`config.mk`:
```
export PLATFORM = sky130hd
export DESIGN_NAME = hazard_flush_ctrl
export DESIGN_NICKNAME = d
export VERILOG_FILES = /design/src/rtl/hazard_flush_ctrl.sv
export SDC_FILE = /design/constraint.sdc
export NUM_CORES = 1
export LEC_CHECK = 0
export ABC_AREA = 0
export BUFFER_PORTS_ARGS = -buffer_cell sky130_fd_sc_hd__buf_2
export CORE_ASPECT_RATIO = 0.6
export CORE_UTILIZATION = 57
export DETAILED_ROUTE_END_ITERATION = 10
export MAX_ROUTING_LAYER = met4
export PLACE_DENSITY = 0.86
export SETUP_SLACK_MARGIN = 0.05
export SYNTH_ARGS = -nofsm -noshare
export SYNTH_HDL_FRONTEND = slang
export SYNTH_SLANG_ARGS = --single-unit
```
`constraint.sdc`:
```
create_clock -name clk -period 5.25 [get_ports clk]
set_input_delay 0.525 -clock clk [delete_from_list [all_inputs] [get_ports clk]]
set_output_delay 0.525 -clock clk [all_outputs]
set_load 0.1 [all_outputs]
```
`src/rtl/hazard_flush_ctrl.sv`:
```
// Hazard / flush controller for the 3-stage core: tracks in-flight writers after
// decode, picks forwarding sources, raises load-use stalls and branch flushes.
module hazard_flush_ctrl #(
  parameter  int DEPTH    = 2,
  parameter  int REG_W    = 5,
  parameter  int PC_W     = 8,
  parameter  int LOAD_LAT = 1,
  parameter  int CNT_W    = 32,
  localparam int SEL_W    = $clog2(DEPTH + 1)
) (
  input  logic             clk,
  input  logic             rst,
  input  logic             dec_valid,
  input  logic [REG_W-1:0] dec_rs1,
  input  logic [REG_W-1:0] dec_rs2,
  input  logic             dec_use_rs1,
  input  logic             dec_use_rs2,
  input  logic [REG_W-1:0] dec_rd,
  input  logic             dec_regwrite,
  input  logic             dec_is_load,
  input  logic             br_taken,
  input  logic [PC_W-1:0]  br_target,
  input  logic             cnt_clr,
  output logic             stall_o,
  output logic             flush_o,
  output logic [SEL_W-1:0] fwd_sel1,
  output logic [SEL_W-1:0] fwd_sel2,
  output logic             redir_valid,
  output logic [PC_W-1:0]  redir_pc,
  output logic [CNT_W-1:0] stall_cnt,
  output logic [CNT_W-1:0] flush_cnt
);

  logic             ent_valid [DEPTH];
  logic [REG_W-1:0] ent_rd    [DEPTH];
  logic             ent_rw    [DEPTH];
  logic             ent_ld    [DEPTH];

  logic [SEL_W-1:0] sel1, sel2;
  logic             load_use1, load_use2;
  logic             issue;

  // Scan oldest to youngest so the youngest matching producer overrides.
  always_comb begin
    sel1      = '0;
    sel2      = '0;
    load_use1 = 1'b0;
    load_use2 = 1'b0;
    for (int k = DEPTH - 1; k >= 0; k--) begin
      if (dec_use_rs1 && (dec_rs1 != '0) && ent_valid[k] && ent_rw[k] &&
          (ent_rd[k] == dec_rs1)) begin
        if (!ent_ld[k] || (k >= LOAD_LAT)) begin
          sel1      = SEL_W'(k + 1);
          load_use1 = 1'b0;
        end else begin
          sel1      = '0;
          load_use1 = 1'b1;
        end
      end
      if (dec_use_rs2 && (dec_rs2 != '0) && ent_valid[k] && ent_rw[k] &&
          (ent_rd[k] == dec_rs2)) begin
        if (!ent_ld[k] || (k >= LOAD_LAT)) begin
          sel2      = SEL_W'(k + 1);
          load_use2 = 1'b0;
        end else begin
          sel2      = '0;
          load_use2 = 1'b1;
        end
      end
    end
  end

  assign flush_o     = br_taken & ent_valid[0];
  assign stall_o     = dec_valid & (load_use1 | load_use2) & ~flush_o;
  assign issue       = dec_valid & ~stall_o & ~flush_o;
  assign redir_valid = flush_o;
  assign redir_pc    = flush_o ? br_target : '0;
  assign fwd_sel1    = sel1;
  assign fwd_sel2    = sel2;

  // Downstream never stalls, so the tracker shifts every cycle.
  always_ff @(posedge clk or negedge rst) begin
    if (!rst) begin
      for (int k = 0; k < DEPTH; k++) begin
        ent_valid[k] <= 1'b0;
        ent_rd[k]    <= '0;
        ent_rw[k]    <= 1'b0;
        ent_ld[k]    <= 1'b0;
      end
    end else begin
      for (int k = 1; k < DEPTH; k++) begin
        ent_valid[k] <= ent_valid[k-1];
        ent_rd[k]    <= ent_rd[k-1];
        ent_rw[k]    <= ent_rw[k-1];
        ent_ld[k]    <= ent_ld[k-1];
      end
      ent_valid[0] <= issue;
      ent_rd[0]    <= dec_rd;
      ent_rw[0]    <= dec_regwrite;
      ent_ld[0]    <= dec_is_load;
    end
  end

  // Saturating counters; a clear wins over a same-cycle increment.
  always_ff @(posedge clk or negedge rst) begin
    if (!rst) begin
      stall_cnt <= '0;
      flush_cnt <= '0;
    end else begin
      if (cnt_clr) begin
        stall_cnt <= '0;
        flush_cnt <= '0;
      end else begin
        if (stall_o && (stall_cnt != '1)) stall_cnt <= stall_cnt + CNT_W'(1);
        if (flush_o && (flush_cnt != '1)) flush_cnt <= flush_cnt + CNT_W'(1);
      end
    end
  end

endmodule

```
==> results <==
- In the final routed layout, each cell accounts on average for 17.50 um.
- The number of global-route vias before repair is between 3000 and 4000.
- The tree built by TritonCTS fans out to between 70 and 80 sinks.
- The number of CTS-inserted buffers is 9.
- The routed via count divided by cell count is 6.118.
- The compound-cell area share of the yosys netlist is 0.09036.
- On the final layout, the worst clock skew is ~0.0053 ns.
- The die is ~68 um tall.
- The total negative slack is 0 ns.
- The finished layout holds between 600 and 700 standard cells, fillers aside.
- At the worst endpoint, the required time is ~4.7 ns.
- The initial cell density of the core is 0.6065.
- The initial antenna violation count is 0.
- The aggregate global-route resource usage is 0.3121.
- Power spread over the standard cell area amounts to about 270 nW/um2.
- The core area is ~6800 um2.
- After synthesis, the largest family of logic cells by area is simple AND/OR/NAND/NOR gates.
- The max capacitance violation total is 0.
- After detailed routing, the number of remaining DRC violations is 5.
- The first global-routing pass estimated between 15000 and 20000 um of wire.
- In the global route stage, met1 resource usage came out at 0.4217.
- The post-cts sizing count is 0.
- After technology mapping, the gate count stands at 442.
- For this run, global-route usage on met3 was measured as 0.07352.
- The kind of start point of the critical path is a register.
- The tightest min-delay check is of the in -> reg type.
- Of the total power, registers draw 0.457.
- The H-tree depth is 3.
- Summed over all layers, the routed wires come to roughly 11000 um.
- The proportion of power drawn by combinational gates is 0.072.
- For this run, global-route usage on met2 was measured as 0.4666.
- The quantity of I/O buffers inserted on ports is 110.
- The part of the total power dissipated in the clock network is 0.471.
- For this design the top-level I/O count stands at about 110.
- By area the synthesized netlist is led by sky130_fd_sc_hd__dfrtp_1, sky130_fd_sc_hd__xor2_1, sky130_fd_sc_hd__nand4_1, sky130_fd_sc_hd__xnor2_1, sky130_fd_sc_hd__nor2_1.
- The number of buffers added for setup after CTS is 0.
- Measured against the total synthesized area, the mux share comes to 0.01566.
- The number of synthesized register bits is between 70 and 80.
- Of the total synthesized cell area, the portion taken by full adders, half adders and majority gates is 0.006024.
- The post-synth net total is roughly 480.
- The iteration count of the initial detailed-routing pass is 8.
- Yosys printed 0 warnings.
- The number of setup violations in the final report is 0.
- The final period demand of the worst path is ~2.9 ns.
- The placed wire-length estimate after detailed placement is between 7000 and 8000 um.
- The type of destination of the critical path is a primary output.
- Of the total power, the share spent switching nets is 0.2335.
- The tree is rooted in a sky130_fd_sc_hd__clkbuf_16.
- The die covers around 7600 um2.
- The critical path class is reg -> out.
- The count of standard-cell rows is 23.
- In this run the worst path has a maximum fanout of 4.
- The clock transition at the registers of the reported paths is ~0.060 ns.
- The checks that failed: design-rule violations.
- The deepest clock path buffer count is 2.
- The post-synthesis share of cell area spent on xor and xnor gates is 0.1054.
- Setup repair after global routing left no endpoint under its margin.
- The max-slew headroom at the worst pin is 0.1839.
- The later pin in the worst-skew pair is clocked with a latency of ~0.33 ns.
- The netlist uses 35 different library cells.
- The number of diodes added for antenna fixing is 0.
- The layout-stage area growth over the synthesis result is 21.75%.
- Derived from the worst setup path, the maximum achievable clock frequency is 0.3408 GHz.
- The number of hold violations in the final report was 0.
- The proportion of synthesized chip area in sequential cells is 0.4759.
- The cell count after placement is between 600 and 700.
- The largest net degree at the start of global routing is 80.
- Of the total synthesized cell area, the portion taken by AND, OR, NAND and NOR gates is 0.2834.
- The transition time of the tightest slew-check pin is roughly 1.2 ns.
- In the finished design, the share of the clock period the worst path needs comes to 0.5589.
- After the last flow step, the layout net total stands at a little under 600.
- A synthesized cell averages between 9 and 10 um2.
- Cell internal power was estimated by the tool at 1.048 mW.
- The total number of vias is 3903.
- The flow ran to the end, but the final reports show violations.
- The total power is 1.367 mW.
- The TritonCTS clock tree is built.
- The max-slew violation count came to 0.
- The fraction of post-synthesis cell area in the top cell type by area is 0.4759.
- The static leakage is approximately 2.4 nW.
- The violation count after the first detailed-routing iteration is between 300 and 400.
- The count of nets left with antenna violations once routing finished came out at 0.
- The number of hold buffers added after CTS was 0.
- In this run the most used layer during global routing was met2.
- The worst-case IR drop observed on VDD is approximately 0.19 mV.
- The area of the mapped netlist is 4154 um2.
- The die span in x is 112.2 um.
- The net switching component of the power is between 0.3 and 0.4 mW.
- For the worst setup path, the data arrival time is 2.41 ns.
- The global route total overflow is 0.
- The global placement routability congestion is 0.9640.
- Of the cells placed in the final design, the portion with a size suffix greater than 1 is 0.2359.
- The post-synthesis cell type with the largest combined area is sky130_fd_sc_hd__dfrtp_1.
==> sequential cells by signal, summed over array words and instances, names as in the netlist <==
register / cells
ent_rw: 2
ent_ld: 1
ent_rd: 10
stall_cnt: 32
flush_cnt: 32
ent_valid: 2
==> metrics by stage <==
stage	instance area [um2]	worst slack [ns]	hold WS, ns	utilization
global placement	4746	2.315	0.3637	0.6929
global route	5057	2.030	0.2807	0.7384
detailed placement	4746	2.167	0.3913	0.6929
CTS	5057	2.333	0.2856	0.7384
floorplan	4154	1.321	0.2294	-
finish	5057	2.316	0.2933	0.7384
==> power by group through the flow <==
stage | clock (mW) | combinational (mW) | sequential, mW
finish | 0.644 | 0.0982 | 0.625
global route | 0.680 | 0.106 | 0.626
CTS | 0.656 | 0.0987 | 0.625
detailed placement | 0 | 0.0978 | 0.635
global placement | 0 | 0.0940 | 0.635
floorplan | 0 | 0.0543 | 0.639
==> kinds of logic (layout without fill, tap and decap cells) <==
family	count (synthesis)	count (layout)
compound gates	67	67
flops	79	79
buf+inv	24	133
simple gates	214	214
mux	6	6
xor+xnor	50	50
fa+ha+maj	2	2
==> cell type report <==
| class | instances | area (um2) |
|---|---|---|
| clock buffers | 14 | 274.0 |
| inverters | 7 | 26.28 |
| multi-input cells | 339 | 2081 |
| fillers | 517 | 1792 |
| clock inverters | 2 | 37.54 |
| flip-flops and latches | 79 | 1977 |
| repair buffers | 110 | 553.0 |
| well taps | 87 | 108.9 |
==> path summary, 6_finish.rpt <==
| path | start | endpoint | slack (ns) | depth (start not counted) |
|---|---|---|---|---|
| max reg2reg | ent_rd[5]$_DFF_PN0_ | stall_cnt[17]$_DFFE_PN0P_ | 2.35 | 6 |
| max | ent_rd[5]$_DFF_PN0_ | stall_o | 2.32 | 6 |
| max in group asynchronous | rst | ent_ld[1]$_DFF_PN0_ | 4.26 | 1 |
| min reg2reg | ent_rw[1]$_DFF_PN0_ | ent_rw[0]$_DFF_PN0_ | 0.39 | 0 |
| min | dec_rd[1] | ent_rd[6]$_DFF_PN0_ | 0.29 | 1 |
| min in group asynchronous | rst | stall_cnt[15]$_DFFE_PN0P_ | 0.34 | 1 |
==> synthesized netlist by cell type (all sizes together) <==
cell     instances
a2111oi          2
a211o            1
a21o             1
a21oi           29
a31oi            2
and2             4
and3            23
and4            12
buf              3
clkbuf          14
dfrtp           79
ha               2
inv              7
mux2             4
mux2i            2
nand2           28
nand3           21
nand4           28
nor2            42
nor2b            4
nor3             9
nor4             8
o211ai           1
o21ai           25
o31ai            6
or2              1
or3             23
or4             11
xnor2           20
xor2            30
==> worst max-delay path, cell delays in order (launching register included) <==
cell and delay, ns:
sky130_fd_sc_hd__dfrtp_1 0.42, sky130_fd_sc_hd__xnor2_1 0.24, sky130_fd_sc_hd__nand4_1 0.17, sky130_fd_sc_hd__or4_4 0.52, sky130_fd_sc_hd__a21o_1 0.25, sky130_fd_sc_hd__inv_1 0.06
sky130_fd_sc_hd__buf_2 0.41
==> metal layers <==
metal,up-vias,share of wire
li1,1823,-
met3,17,0.065
met4,0,0.015
met5,-,0
met1,1900,0.47
met2,163,0.45
==> layout by cell type (no fill, tap or decap), drive strengths merged <==
cell type,n
or2,1
clkbuf,14
xor2,30
o211ai,1
nand4,28
o31ai,6
bufinv,1
nor2,42
or4,11
a211o,1
nor3,9
nor2b,4
nand2,28
ha,2
dfrtp,79
buf,110
and3,23
and4,12
a2111oi,2
mux2,4
a21oi,29
nor4,8
o21ai,25
and2,4
a21o,1
nand3,21
inv,7
a31oi,2
mux2i,2
clkinvlp,1
xnor2,20
or3,23
Power figures use the tool's default switching activity.
